===== src/rtl/uart_baud_gen.sv =====
// uart_baud_gen -- UART baud tick generator.
//
// Produces a one-cycle oversample strobe (tick16_o), a bit strobe (tick_o,
// once per OVERSAMPLE oversample strobes) and a mid-bit strobe (mid_o).
// The divisor is programmable at runtime through a shadow register. A new
// divisor takes effect at the next period boundary, at any disabled cycle,
// or at a resync, whichever comes first.
//
// Optional feature macro: UART_BAUD_FRAC_EN
//   defined   : fractional accumulator present. Over 2^FRAC_W periods the
//               total is 2^FRAC_W*N + F cycles.
//   undefined : period is always the integer divisor. div_frac_i and
//               DEFAULT_FRAC are ignored. The port list is unchanged.
//
// Ports:
//   clk_i       clock
//   rstb_i      asynchronous active-low reset
//   en_i        count enable; low freezes counters
//   div_int_i   new integer divisor N (values below 2 are clamped to 2)
//   div_frac_i  new fractional divisor F, in units of 1/2^FRAC_W cycle
//   div_load_i  one-cycle request to capture div_int_i/div_frac_i
//   resync_i    restart phase; clears all counters
//   div_ack_o   pulse in the cycle a new divisor becomes active
//   tick16_o    oversample strobe
//   tick_o      bit strobe
//   mid_o       mid-bit strobe
module uart_baud_gen #(
   parameter int DIV_W        = 16,
   parameter int FRAC_W       = 4,
   parameter int OVERSAMPLE   = 16,
   parameter int DEFAULT_INT  = 814,
   parameter int DEFAULT_FRAC = 0
) (
   input  logic              clk_i,
   input  logic              rstb_i,
   input  logic              en_i,
   input  logic [DIV_W-1:0]  div_int_i,
   input  logic [FRAC_W-1:0] div_frac_i,
   input  logic              div_load_i,
   input  logic              resync_i,
   output logic              div_ack_o,
   output logic              tick16_o,
   output logic              tick_o,
   output logic              mid_o
);

   localparam int PW    = DIV_W + 1;
   localparam int SUB_W = $clog2(OVERSAMPLE);
   localparam logic [SUB_W-1:0] SUB_MID  = SUB_W'(OVERSAMPLE / 2 - 1);
   localparam logic [SUB_W-1:0] SUB_LAST = SUB_W'(OVERSAMPLE - 1);

   // Periods shorter than two cycles would make tick16_o stick high.
   function automatic logic [DIV_W-1:0] clamp_div(input logic [DIV_W-1:0] n);
      logic [DIV_W-1:0] r;
      if (n < DIV_W'(2)) begin
         r = DIV_W'(2);
      end else begin
         r = n;
      end
      return r;
   endfunction

   logic [DIV_W-1:0]  cnt_r, cnt_nxt_s;
   logic [SUB_W-1:0]  sub_r, sub_nxt_s;
   logic [DIV_W-1:0]  act_int_r, act_int_nxt_s;
   logic [DIV_W-1:0]  shd_int_r, shd_int_nxt_s;
   logic              pend_r, pend_nxt_s;
   logic [DIV_W-1:0]  new_int_s;
   logic [PW-1:0]     period_s;
   logic              wrap_s;
   logic              apply_s;

`ifdef UART_BAUD_FRAC_EN
   logic [FRAC_W-1:0] acc_r, acc_nxt_s;
   logic              carry_r, carry_nxt_s;
   logic [FRAC_W-1:0] act_frac_r, act_frac_nxt_s;
   logic [FRAC_W-1:0] shd_frac_r, shd_frac_nxt_s;
   logic [FRAC_W-1:0] new_frac_s;
`else
   logic              unused_frac_s;
   assign unused_frac_s = ^{div_frac_i, FRAC_W'(DEFAULT_FRAC)};
`endif

   // Current period length, boundary detection and divisor-apply decision.
   always_comb begin
      period_s  = {1'b0, act_int_r};
      new_int_s = shd_int_r;
`ifdef UART_BAUD_FRAC_EN
      new_frac_s = shd_frac_r;
      // A carry from the previous boundary stretches this period by one cycle.
      if (carry_r) begin
         period_s = {1'b0, act_int_r} + PW'(1);
      end else begin
         period_s = {1'b0, act_int_r};
      end
`endif
      // ">=" rather than "==" so a divisor shrunk while frozen cannot run away.
      wrap_s  = en_i & ~resync_i & (({1'b0, cnt_r} + PW'(1)) >= period_s);
      apply_s = (pend_r | div_load_i) & (wrap_s | ~en_i | resync_i);
      // A load in the apply cycle is newer than anything in the shadow.
      if (div_load_i) begin
         new_int_s = div_int_i;
`ifdef UART_BAUD_FRAC_EN
         new_frac_s = div_frac_i;
`endif
      end else begin
         new_int_s = shd_int_r;
      end
   end

   // Next-state values for counters, accumulator and divisor registers.
   always_comb begin
      cnt_nxt_s     = cnt_r;
      sub_nxt_s     = sub_r;
      act_int_nxt_s = act_int_r;
      shd_int_nxt_s = shd_int_r;
      pend_nxt_s    = pend_r;
`ifdef UART_BAUD_FRAC_EN
      acc_nxt_s      = acc_r;
      carry_nxt_s    = carry_r;
      act_frac_nxt_s = act_frac_r;
      shd_frac_nxt_s = shd_frac_r;
`endif
      if (resync_i) begin
         cnt_nxt_s = {DIV_W{1'b0}};
         sub_nxt_s = {SUB_W{1'b0}};
      end else if (wrap_s) begin
         cnt_nxt_s = {DIV_W{1'b0}};
         sub_nxt_s = sub_r + SUB_W'(1);
      end else if (en_i) begin
         cnt_nxt_s = cnt_r + DIV_W'(1);
      end else begin
         cnt_nxt_s = cnt_r;
      end
`ifdef UART_BAUD_FRAC_EN
      // A fresh divisor or phase starts the fractional sequence from zero.
      if (resync_i || apply_s) begin
         acc_nxt_s   = {FRAC_W{1'b0}};
         carry_nxt_s = 1'b0;
      end else if (wrap_s) begin
         {carry_nxt_s, acc_nxt_s} = {1'b0, acc_r} + {1'b0, act_frac_r};
      end else begin
         acc_nxt_s   = acc_r;
         carry_nxt_s = carry_r;
      end
`endif
      if (apply_s) begin
         act_int_nxt_s = clamp_div(new_int_s);
         pend_nxt_s    = 1'b0;
`ifdef UART_BAUD_FRAC_EN
         act_frac_nxt_s = new_frac_s;
`endif
      end else if (div_load_i) begin
         shd_int_nxt_s = div_int_i;
         pend_nxt_s    = 1'b1;
`ifdef UART_BAUD_FRAC_EN
         shd_frac_nxt_s = div_frac_i;
`endif
      end else begin
         pend_nxt_s = pend_r;
      end
   end

   // State and registered strobe outputs.
   always_ff @(posedge clk_i or negedge rstb_i) begin
      if (!rstb_i) begin
         cnt_r     <= {DIV_W{1'b0}};
         sub_r     <= {SUB_W{1'b0}};
         act_int_r <= clamp_div(DIV_W'(DEFAULT_INT));
         shd_int_r <= {DIV_W{1'b0}};
         pend_r    <= 1'b0;
         div_ack_o <= 1'b0;
         tick16_o  <= 1'b0;
         tick_o    <= 1'b0;
         mid_o     <= 1'b0;
`ifdef UART_BAUD_FRAC_EN
         acc_r      <= {FRAC_W{1'b0}};
         carry_r    <= 1'b0;
         act_frac_r <= FRAC_W'(DEFAULT_FRAC);
         shd_frac_r <= {FRAC_W{1'b0}};
`endif
      end else begin
         cnt_r     <= cnt_nxt_s;
         sub_r     <= sub_nxt_s;
         act_int_r <= act_int_nxt_s;
         shd_int_r <= shd_int_nxt_s;
         pend_r    <= pend_nxt_s;
         div_ack_o <= apply_s;
         tick16_o  <= wrap_s;
         tick_o    <= wrap_s & (sub_r == SUB_LAST);
         mid_o     <= wrap_s & (sub_r == SUB_MID);
`ifdef UART_BAUD_FRAC_EN
         acc_r      <= acc_nxt_s;
         carry_r    <= carry_nxt_s;
         act_frac_r <= act_frac_nxt_s;
         shd_frac_r <= shd_frac_nxt_s;
`endif
      end
   end

endmodule

===== config.mk =====
export PLATFORM = sky130hd
export DESIGN_NAME = uart_baud_gen
export DESIGN_NICKNAME = d
export VERILOG_FILES = /design/src/rtl/uart_baud_gen.sv
export SDC_FILE = /design/constraint.sdc
export NUM_CORES = 1
export LEC_CHECK = 0
export ABC_AREA = 1
export CAP_MARGIN = 40
export CORE_AREA = 2 2 83 85
export CTS_CLUSTER_SIZE = 28
export DETAILED_ROUTE_END_ITERATION = 10
export DIE_AREA = 0 0 85 87
export GPL_ROUTABILITY_DRIVEN = 0
export GPL_TIMING_DRIVEN = 0
export PLACE_DENSITY = 0.76
export SKIP_CTS_REPAIR_TIMING = 1
export SKIP_LAST_GASP = 1
export SLEW_MARGIN = 30
export SYNTH_ARGS = -nofsm -noshare
export SYNTH_HDL_FRONTEND = slang
export SYNTH_SLANG_ARGS = --single-unit
export TNS_END_PERCENT = 1

===== constraint.sdc =====
create_clock -name clk_i -period 4.3 [get_ports clk_i]
set_input_delay 0.43 -clock clk_i [delete_from_list [all_inputs] [get_ports clk_i]]
set_output_delay 0.43 -clock clk_i [all_outputs]
set_load 0.03 [all_outputs]

* Word-level counts from Yosys, hierarchy flattened
Cells that the tools add are included.
Word-level totals: register bits after elaboration 57, logic and storage cells 38
Cells by class: add/subtract/negate cells 3, order comparisons 2, equal/unequal tests 2, mux-type cells 9, bitwise operators 10, reductions and logical operators 3
Operators by type and width (number):
- 16-bit two-way mux | 5
- 16-bit by 1-bit adder with 17-bit output, second input constant | 1
- 17-bit by 16-bit greater-or-equal comparator with 1-bit output | 1
- 16-bit by 1-bit adder with 16-bit output, second input constant | 1
- 16-bit by 2-bit less-than comparator with 1-bit output, second input constant | 1
- 4-bit two-way mux | 2
- 1-bit AND | 5
- 4-bit by 1-bit adder with 4-bit output, second input constant | 1
- 4-bit by 3-bit equality test with 1-bit output, second input constant | 1
- 4-bit equality test, second input constant | 1
- 2-bit nonzero test | 2
- 1-bit bitwise OR | 3
- 3-bit nonzero test | 1
- 1-bit two-way mux | 2
- 1-bit NOT | 2

* Logic depth before layout (Yosys ltp)
Gate-level depths: netlist (run 1).
depth after elaboration 7, depth in mapped cells 20, mapped depth without buffers 19

* Worst setup path after synthesis (run 1)
Ideal clock, no wire load.
path type reg2reg, start point register cnt_r[0], end point register act_int_r[0], arrival time 2.494 ns, required time 4.183 ns, path slack 1.689 ns, stages on the path, launching flop included 19, cells stage by stage dfrtp_1 > ha_1 > nand3_2 > nor2_4 > nand3_1 > o21ai_0 > inv_1 > ha_1 > nand2_1 > nor2_1 > and2_1 > nand2_1 > nand3_2 > nor2_2 > nand3_2 > buf_6 > buf_8 > nand3_2 > nand2_1
On the way: cells in the longest elaborated chain, start to end 6
Ends and longest elaborated chain:
- from (decl) | line 63 | logic [DIV_W-1:0] cnt_r, cnt_nxt_s;
- from (signal assigned) | line 167 | cnt_r <= {DIV_W{1'b0}};
- from (signal assigned) | line 183 | cnt_r <= cnt_nxt_s;
- 16-bit by 1-bit adder with 17-bit output | line 98 | wrap_s = en_i & ~resync_i & (({1'b0, cnt_r} + PW'(1)) >= period_s);
- 17-bit by 16-bit greater-or-equal comparator with 1-bit output | line 98
- 1-bit AND | line 98
- 1-bit bitwise OR (2 in series) | line 99 | apply_s = (pend_r | div_load_i) & (wrap_s | ~en_i | resync_i);
- 1-bit AND | line 99
- to (signal assigned) | line 169 | act_int_r <= clamp_div(DIV_W'(DEFAULT_INT));
- to (signal assigned) | line 185 | act_int_r <= act_int_nxt_s;
- to (decl) | line 65 | logic [DIV_W-1:0] act_int_r, act_int_nxt_s;
Every way passes these cells. A chain may end at the register's enable or synchronous reset.

* Final worst setup path (run 1)
start point register cnt_r[0], end point register act_int_r[15]
The elaborated chain is that of the path after synthesis.

==> flow_summary.toml, run 1 <==
[run_status]
status = "finished clean"

[cts]
cts_root_buf = "clkbuf_8"
clk_pin_slew_ps = 70
cts-htree-levels = 3
cts_sinks = 57
cts_tree = "done"
insertion_delay_ps = 340
clockBufferDepth = 2
numCtsBuffers = 9

[setup_path]
cp_max_fo = 10
crit_path_start_kind = "flip-flop"
worstPathRequired_ps = 4520
crit_type = "reg -> reg"
crit_family = "simple AND/OR/NAND/NOR gates"
critPathSlowestCell = "dfrtp_1"
path_cells = "ha_1 -> nand3_2 -> nor2_4 -> nand3_1 -> o21ai_0 -> inv_1 -> ha_1 -> nand2_1 -> nor2_1 -> and2_1 -> nand2_1 -> nand3_2 -> nor2_2 -> nand3_2 -> buf_6 -> buf_6 -> nand3_1 -> nand2_1"
critPathArrivalTime_ps = 3360
crit_path_max_incr_delay_ps = 430
end_kind = "flip-flop"
path_buf_inv = 3

[yosys]
netlist_instances = 460
synth_top_cell_by_area = "dfrtp_1"
ys_seq_area_share_pct = 41.5
synth_fp_nets = 503
netlist.area_leader.share_pct = 36.9
synth_compound_area_share_pct = 5.72
synth.mux.area_fraction_pct = 0.290
ys_top_cells_by_area = "dfrtp_1 (37%), nand2_1 (17%), inv_1 (7.5%), ha_1 (6.5%), nand3_1 (5.1%)"
synth-simple-area-share_pct = 32.4
synth_area_um2 = 3460
synth_top_family_by_area = "simple AND/OR/NAND/NOR gates"
yosysUniqueCellTypes = 31
synth-seq-cells = 57
synth-xor-area-share_pct = 3.04
synthAdderAreaFrac_pct = 6.52
ys_warn_count = 0
syn_avg_cell_area_um2 = 7.51

[power_and_ir_drop]
p_sw_share_pct = 27.6
peakVddDrop_uv = 251
power_frac_clock_pct = 38.5
combPwrFrac_pct = 17.8
p_int_uw = 1040
p_switching_uw = 397
p_seq_share_pct = 43.7
power.density_nw_per_um2 = 355
leakage_uw = 0.00224

[placement]
portBuffers = 24
hpwl_mm = 5.53

[timing]
hold_viol_final = 0
slew_headroom_pct = 54.0
tightest_slew_ps = 687
skew_ps = 12.1
setup_tns_ps = 0
finalSetupViolCount = 0
finalMaxSlewViolations = 0
fmax_mhz = 319
hold_slack_ps = 466
period_share_pct = 72.9
fin_crit_ps = 3140
rsz0062_at_grt = "no"

[grt]
grt_start_max_net_pins = 40
grt_pass1_vias = 2939
grtUsageMet3_pct = 6.26
grt-ovfl-total = 0
grt_use_met2_pct = 38.7
busiest_layer = "met2"
track_usage_pct = 21.8
met1_usage_pct = 25.9
grt_pass1_wl_mm = 12.8
antenna_found_initial = 0

[hold_path]
hp-class = "reg -> reg"

[route]
wl_per_cell_um = 12.6
drc = 0
viasPerCell = 5.07
ant_nets = 0
vias = 2948
first_iter_violations = 98
first_pass_iters = 4
wl_mm = 7.31

[cells_and_area]
syn_to_final_growth_pct = 17.0
nets = 540
drive_gt1_share_pct = 10.8
antennaDiodeCount = 0

[flow_run]
drv_cap = 0

[die]
rows = 30
dieArea_um2 = 7400
io_pins = 29
fp.dieH_um = 87
dieWidth_um = 85
initial_core_util_pct = 52.6
core-area_um2 = 6570
-- synth_stat cells --
library cell and number:
nand3_1 35, dfstp_2 6, o22ai_1 6, nand2_1 158
or2_2 1, o21bai_1 2, and2_1 1, ha_1 18
xor2_1 11, nor2_4 1, dfrtp_1 51, buf_6 2
clkbuf_1 4, nor2_2 1, nor3_1 2, inv_2 3
o21a_1 5, xnor2_1 1, buf_4 3, a21oi_1 7
buf_2 4, inv_1 69, nor2_1 29, buf_8 1
nand4_1 7, nand2_2 2, nand3b_1 2, nand3_2 13
a21o_1 1, mux2i_1 1, o21ai_0 13
-- power groups by stage --
stage                     Combinational (uW)  Clock [uW]  Sequential (uW)
after global placement                   244           0              634
final                                    255         553              628
after global routing                     295         585              634
after detailed placement                 256           0              637
after floorplan                          176           0              631
after CTS                                258         563              628
-- area by class of cell --
type	count	area (um2)
Inverter	72	270
Multi-Input combinational cell	317	1660
Clock buffer	11	141
Fill cell	581	2520
Sequential cell	57	1430
Timing Repair Buffer	26	268
Buffer	14	95.1
Tap cell	80	100
Clock inverter	5	78.8
-- metrics by stage --
stage,std cells,area [um2],util (%),total power (uW),setup WS (ps)
6_report,582,4040,61.6,1440,1160
2_1_floorplan,460,3460,-,806,1690
4_1_cts,581,4030,61.4,1450,1170
3_3_place_gp,564,3800,57.8,878,995
5_1_grt,582,4040,61.6,1510,849
3_5_place_dp,565,3810,58.1,894,1220
-- worst paths after layout --
path / from / endpoint / slack [ps] / cells after the start
min: act_int_r[1] / act_int_r[1] / 470 / 2
max in group asynchronous: rstb_i / act_int_r[9] / 3240 / 3
min in group asynchronous: rstb_i / cnt_r[4] / 510 / 2
max reg2reg: cnt_r[0] / act_int_r[15] / 1160 / 18
min reg2reg: act_int_r[1] / act_int_r[1] / 470 / 2
max: cnt_r[0] / act_int_r[15] / 1160 / 18
-- worst reg2reg max path, stage by stage (launching register included) --
cell     delay [ps]
dfrtp_1         430
ha_1            240
nand3_2         150
nor2_4          200
nand3_1         140
o21ai_0         290
inv_1           100
ha_1            300
nand2_1         100
nor2_1           70
and2_1          130
nand2_1          60
nand3_2          60
nor2_2          130
nand3_2         140
buf_6           190
buf_6           140
nand3_1          70
nand2_1          60
-- cell families after synthesis --
| family | count (synthesis) |
|---|---|
| simple gates | 252 |
| buf+inv | 86 |
| flops | 57 |
| compound gates | 34 |
| fa+ha+maj | 18 |
| xor+xnor | 12 |
| mux | 1 |
-- flip-flops by register name (all words and copies together), names as in the netlist --
signal and count:
tick16_o 1, tick_o 1, pend_r 1, sub_r 4, cnt_r 16, mid_o 1, shd_int_r 16, div_ack_o 1
act_int_r 16
-- routing by layer --
layer	vias to the layer above	wire (um)
met5	-	0
met4	0	41
met3	6	258
met2	51	3770
met1	1378	3250
li1	1513	-
-- placed cells by master, fill, tap and decap left out, types with 3 or more instances in the layout --
master | netlist | layout
a21oi_1 | 7 | 7
buf_2 | 4 | 4
buf_4 | 3 | 4
clkbuf_1 | 4 | 5
clkbuf_8 | 0 | 10
clkdlybuf4s50_1 | 0 | 23
dfrtp_1 | 51 | 51
dfstp_2 | 6 | 6
ha_1 | 18 | 18
inv_1 | 69 | 69
inv_2 | 3 | 3
nand2_1 | 158 | 158
nand3_1 | 35 | 35
nand3_2 | 13 | 13
nand4_1 | 7 | 7
nor2_1 | 29 | 29
o21a_1 | 5 | 5
o21ai_0 | 13 | 13
o22ai_1 | 6 | 6
xor2_1 | 11 | 11
Power figures use the tool's default switching activity.
==> inputs of run 2 (changes only) <==
- CORE_AREA: 2 2 83 85 -> 2 2 84 86
- DIE_AREA: 0 0 85 87 -> 0 0 86 88
- PLACE_DENSITY: 0.76 -> 0.78
- clock period: 4.3 -> 2.6 ns (I/O delays scaled with it)
==> flow_summary.toml, run 2 (synthesis gave the netlist of run 1 again) <==
[die]
io_pins = 29
initial_core_util_pct = 52.0
dieWidth_um = 86
fp.dieH_um = 88
core-area_um2 = 6640
dieArea_um2 = 7570
rows = 30

[route]
wl_per_cell_um = 13.4
ant_nets = 0
wl_mm = 7.97
vias = 3062
drc = 0
viasPerCell = 5.14
first_iter_violations = 172
first_pass_iters = 4

[timing]
fmax_mhz = 350
rsz0062_at_grt = "yes"
hold_viol_final = 0
setup_tns_ps = -9860
finalSetupViolCount = 56
tightest_slew_ps = 668
skew_ps = 6.20
period_share_pct = 110
finalMaxSlewViolations = 0
slew_headroom_pct = 55.3
worst_slack_ps = -253
fin_crit_ps = 2850

[cts]
cts_root_buf = "clkbuf_8"
cts-htree-levels = 3
clk_pin_slew_ps = 70
insertion_delay_ps = 340
numCtsBuffers = 9
cts_tree = "done"
clockBufferDepth = 2
cts_sinks = 57

[power_and_ir_drop]
leakage_uw = 0.00231
p_switching_uw = 687
p_seq_share_pct = 46.9
peakVddDrop_uv = 350
power_frac_clock_pct = 31.2
p_int_uw = 1520
combPwrFrac_pct = 21.8
p_sw_share_pct = 31.1
power.density_nw_per_um2 = 512

[run_status]
status = "complete, but fails checks"
violations = "setup timing"

[grt]
antenna_found_initial = 0
grt_pass1_vias = 2847
grt_pass1_wl_mm = 12.4
grt_start_max_net_pins = 48
grt-ovfl-total = 0
track_usage_pct = 21.2

[hold_path]
hp-class = "in -> async"

[placement]
preCtsSetupSlack_ps = -423
portBuffers = 24
hpwl_mm = 5.36

[cells_and_area]
final_cell_mix = "nand2_1 (154), inv_1 (67), dfrtp_1 (49)"
reg.largest.list = "act_int_r (16), cnt_r (16), shd_int_r (16)"
drive_gt1_share_pct = 18.0
fin_util_pct = 65.0
fillers = 535
antennaDiodeCount = 0
syn_to_final_growth_pct = 24.9
nets = 555
layout_commonest_cell = "nand2_1"

[flow_run]
drv_cap = 0

[setup_path]
cp_max_fo = 6
worstPathRequired_ps = 2860
end_kind = "flip-flop"
crit_family = "simple AND/OR/NAND/NOR gates"
path_buf_inv = 4
path_cells = "ha_4 -> nand3_4 -> nor2_4 -> buf_6 -> xnor2_1 -> inv_1 -> ha_4 -> nand2_1 -> nor2_2 -> and2_1 -> nand2_1 -> nand3_2 -> nor2_4 -> nand3_4 -> buf_8 -> buf_4 -> o21ai_0"
critPathSlowestCell = "dfrtp_1"
crit_path_start_kind = "flip-flop"
crit_path_max_incr_delay_ps = 440
crit_type = "reg -> reg"
critPathArrivalTime_ps = 3110
## run 2: cell type report
cell class	instances	area (um2)	area share (%)
Multi-Input combinational cell	317	1830	42.4
Sequential cell	57	1440	33.3
Timing Repair Buffer	41	417	9.65
Inverter	72	270	6.26
Clock buffer	11	131	3.04
Buffer	14	110	2.55
Tap cell	80	100	2.32
Clock inverter	4	22.5	0.522
## run 2: routing by layer
metal	global-route usage (%)	share of wire (%)	vias to the layer above
met5	0	0	-
met4	11.4	1.7	0
met3	3.86	3.6	14
met2	36.2	52	63
met1	25.4	43	1447
li1	-	-	1538
## run 2: final timing paths
| kind | start | end | slack (ps) | cells past startpoint |
|---|---|---|---|---|
| max | cnt_r[1] | cnt_r[1] | -250 | 17 |
| min | rstb_i | mid_o | 290 | 2 |
| max in group asynchronous | rstb_i | act_int_r[3] | 1770 | 3 |
| min reg2reg | act_int_r[5] | act_int_r[5] | 470 | 2 |
| min in group clk_i | act_int_r[5] | act_int_r[5] | 470 | 2 |
| max reg2reg | cnt_r[1] | cnt_r[1] | -250 | 17 |
## run 2: metrics by stage
step	hold WS [ps]	area, um2	instances	power [uW]
final	293	4320	596	2210
after global routing	305	4320	596	2330
after CTS	-258	3980	580	2160
after detailed placement	115	3820	565	1470
after global placement	453	3800	564	1450
after floorplan	-35.6	3460	460	1330
## run 2: power by group through the flow
stage | registers, uW | logic, uW | clock network, uW
6_report | 1040 | 482 | 690
5_1_grt | 1050 | 545 | 737
4_1_cts | 1040 | 424 | 703
3_5_place_dp | 1050 | 423 | 0
3_3_place_gp | 1050 | 404 | 0
2_1_floorplan | 1040 | 290 | 0
==> RTL edit (settings of run 2) <==
Build with the macro `UART_BAUD_FRAC_EN` defined.
--- a/src/rtl/uart_baud_gen.sv
+++ b/src/rtl/uart_baud_gen.sv
@@ -26,2 +26,4 @@
 //   mid_o       mid-bit strobe
+`define UART_BAUD_FRAC_EN
+
 module uart_baud_gen #(
Function: changed (Yosys sat finds a counterexample within 10 cycles, from zero or initial values and one cycle with rstb_i low).
==> RTL edit against run 2 <==
  * The flow still finishes with violations (negative setup slack)
  * Hold slack improved by 83 ps
  * Wire length increased by 13%
  * Worst setup slack lost 590 ps
  * Synthesized area increased by 21%
  * Total power grew 21%
  * Design area increased by 16%
  * Non-clock buffer count stayed put
  * Sequential cell count is 13 higher
  * Largest power group unchanged
==> RTL edit: results (changes against run 2) <==
{| class="wikitable"
! Metric !! Value
|-
| Total Wirelength || 8970 um (+13%)
|-
| Placed Cells incl. Taps || 647 (+15%)
|-
| Crit path arrival time || 3690 ps (+580 ps)
|-
| 1st-pass router iterations || 5 (+1)
|-
| Number of buffers inserted by port buffering || 28 (+17%)
|-
| Cell variety after synth || 36 (+16%)
|-
| Post-synthesis sequential area ratio || 42.2% (+0.72 points)
|-
| Failing checks || negative setup slack
|-
| Final HPWL from detailed placement || 6670 um (+24%)
|-
| Final WS setup || -847 ps (-594 ps)
|-
| Number of design-rule violations left by the first detailed-router iteration || 166 (-3.5%)
|-
| Cell count after synthesis || 538 (+17%)
|-
| Via density per instance || 5.19 (+1.0%)
|-
| Top cells by area, synth || sky130_fd_sc_hd__dfrtp_1 (38%), sky130_fd_sc_hd__nand2_1 (15%), sky130_fd_sc_hd__ha_1 (7.2%)
|-
| Tot GR Track Use || 24.0% (+2.8 points)
|-
| Area added between synthesis and finish || 20.3%
|-
| Run status || finished, violations left
|-
| Area after detailed placement || 4590 sq um (+20%)
|-
| Final TNS setup || -52700 ps (-42840 ps)
|-
| Worst-path fanout max || 7 (+1)
|-
| Vias in the first global route || 3213 (+13%)
|-
| Syn_nets || 588 (+17%)
|-
| Fraction of final layout cells with drive strength greater than 1 || 15.4% (-2.6 points)
|-
| Global-route wire length before repair || 14200 um (+14%)
|-
| Layout fillers || 498 (-6.9%)
|-
| VDD IR max || 0.000410 V (+17%)
|-
| Finish-stage setup viols || 70 (+25%)
|-
| Maximum single-stage delay on the critical path || 580 ps (+140 ps)
|-
| Nets || 642 (+16%)
|-
| Pin count of the biggest net entering global routing || 40 (-17%)
|}
RTL edit: power breakdown:
part	internal, mW	switching, mW
registers	1.22	0.106
logic	0.231	0.326
clock network	0.347	0.444
total	1.79	0.876
RTL edit: cells by family after synthesis:
kind of cell	share of synthesized area, %
buf+inv	8.05
fa+ha+maj	7.69
mux	0.480
compound gates	9.49
flops	42.2
simple gates	26.6
xor+xnor	5.46
RTL edit: final cells by class:
class                      instances  area share, %
clock buffer                       9           2.47
clock inverter                     7          0.949
sequential                        70           35.1
tap                               80           2.00
timing repair buffer              42           8.36
buffer                            13           2.10
multi-input combinational        387           43.7
inverter                          69           5.32
RTL edit: worst paths after layout:
path | start | end | slack [ps] | cells past startpoint
setup reg to reg | act_int_r[1]$_DFFE_PN1P_ | shd_int_r[12]$_DFFE_PN0N_ | -850 | 20
max in group asynchronous | rstb_i | act_int_r[8]$_DFFE_PN1P_ | 1620 | 3
setup / recovery | act_int_r[1]$_DFFE_PN1P_ | shd_int_r[12]$_DFFE_PN0N_ | -850 | 20
min in group clk_i | shd_int_r[6]$_DFFE_PN0N_ | shd_int_r[6]$_DFFE_PN0N_ | 470 | 2
hold reg to reg | shd_int_r[6]$_DFFE_PN0N_ | shd_int_r[6]$_DFFE_PN0N_ | 470 | 2
hold / removal | rstb_i | cnt_r[7]$_DFFE_PN0P_ | 380 | 2
RTL edit: metal layers:
metal | vias to the layer above | part of all wire (%) | wire, um | track usage, %
met2 | 66 | 50 | 4520 | 42.5
met1 | 1619 | 45 | 4000 | 29.6
met5 | - | 0 | 0 | 0
li1 | 1818 | - | - | -
met3 | 11 | 3.4 | 308 | 3.39
met4 | 0 | 1.6 | 148 | 9.81
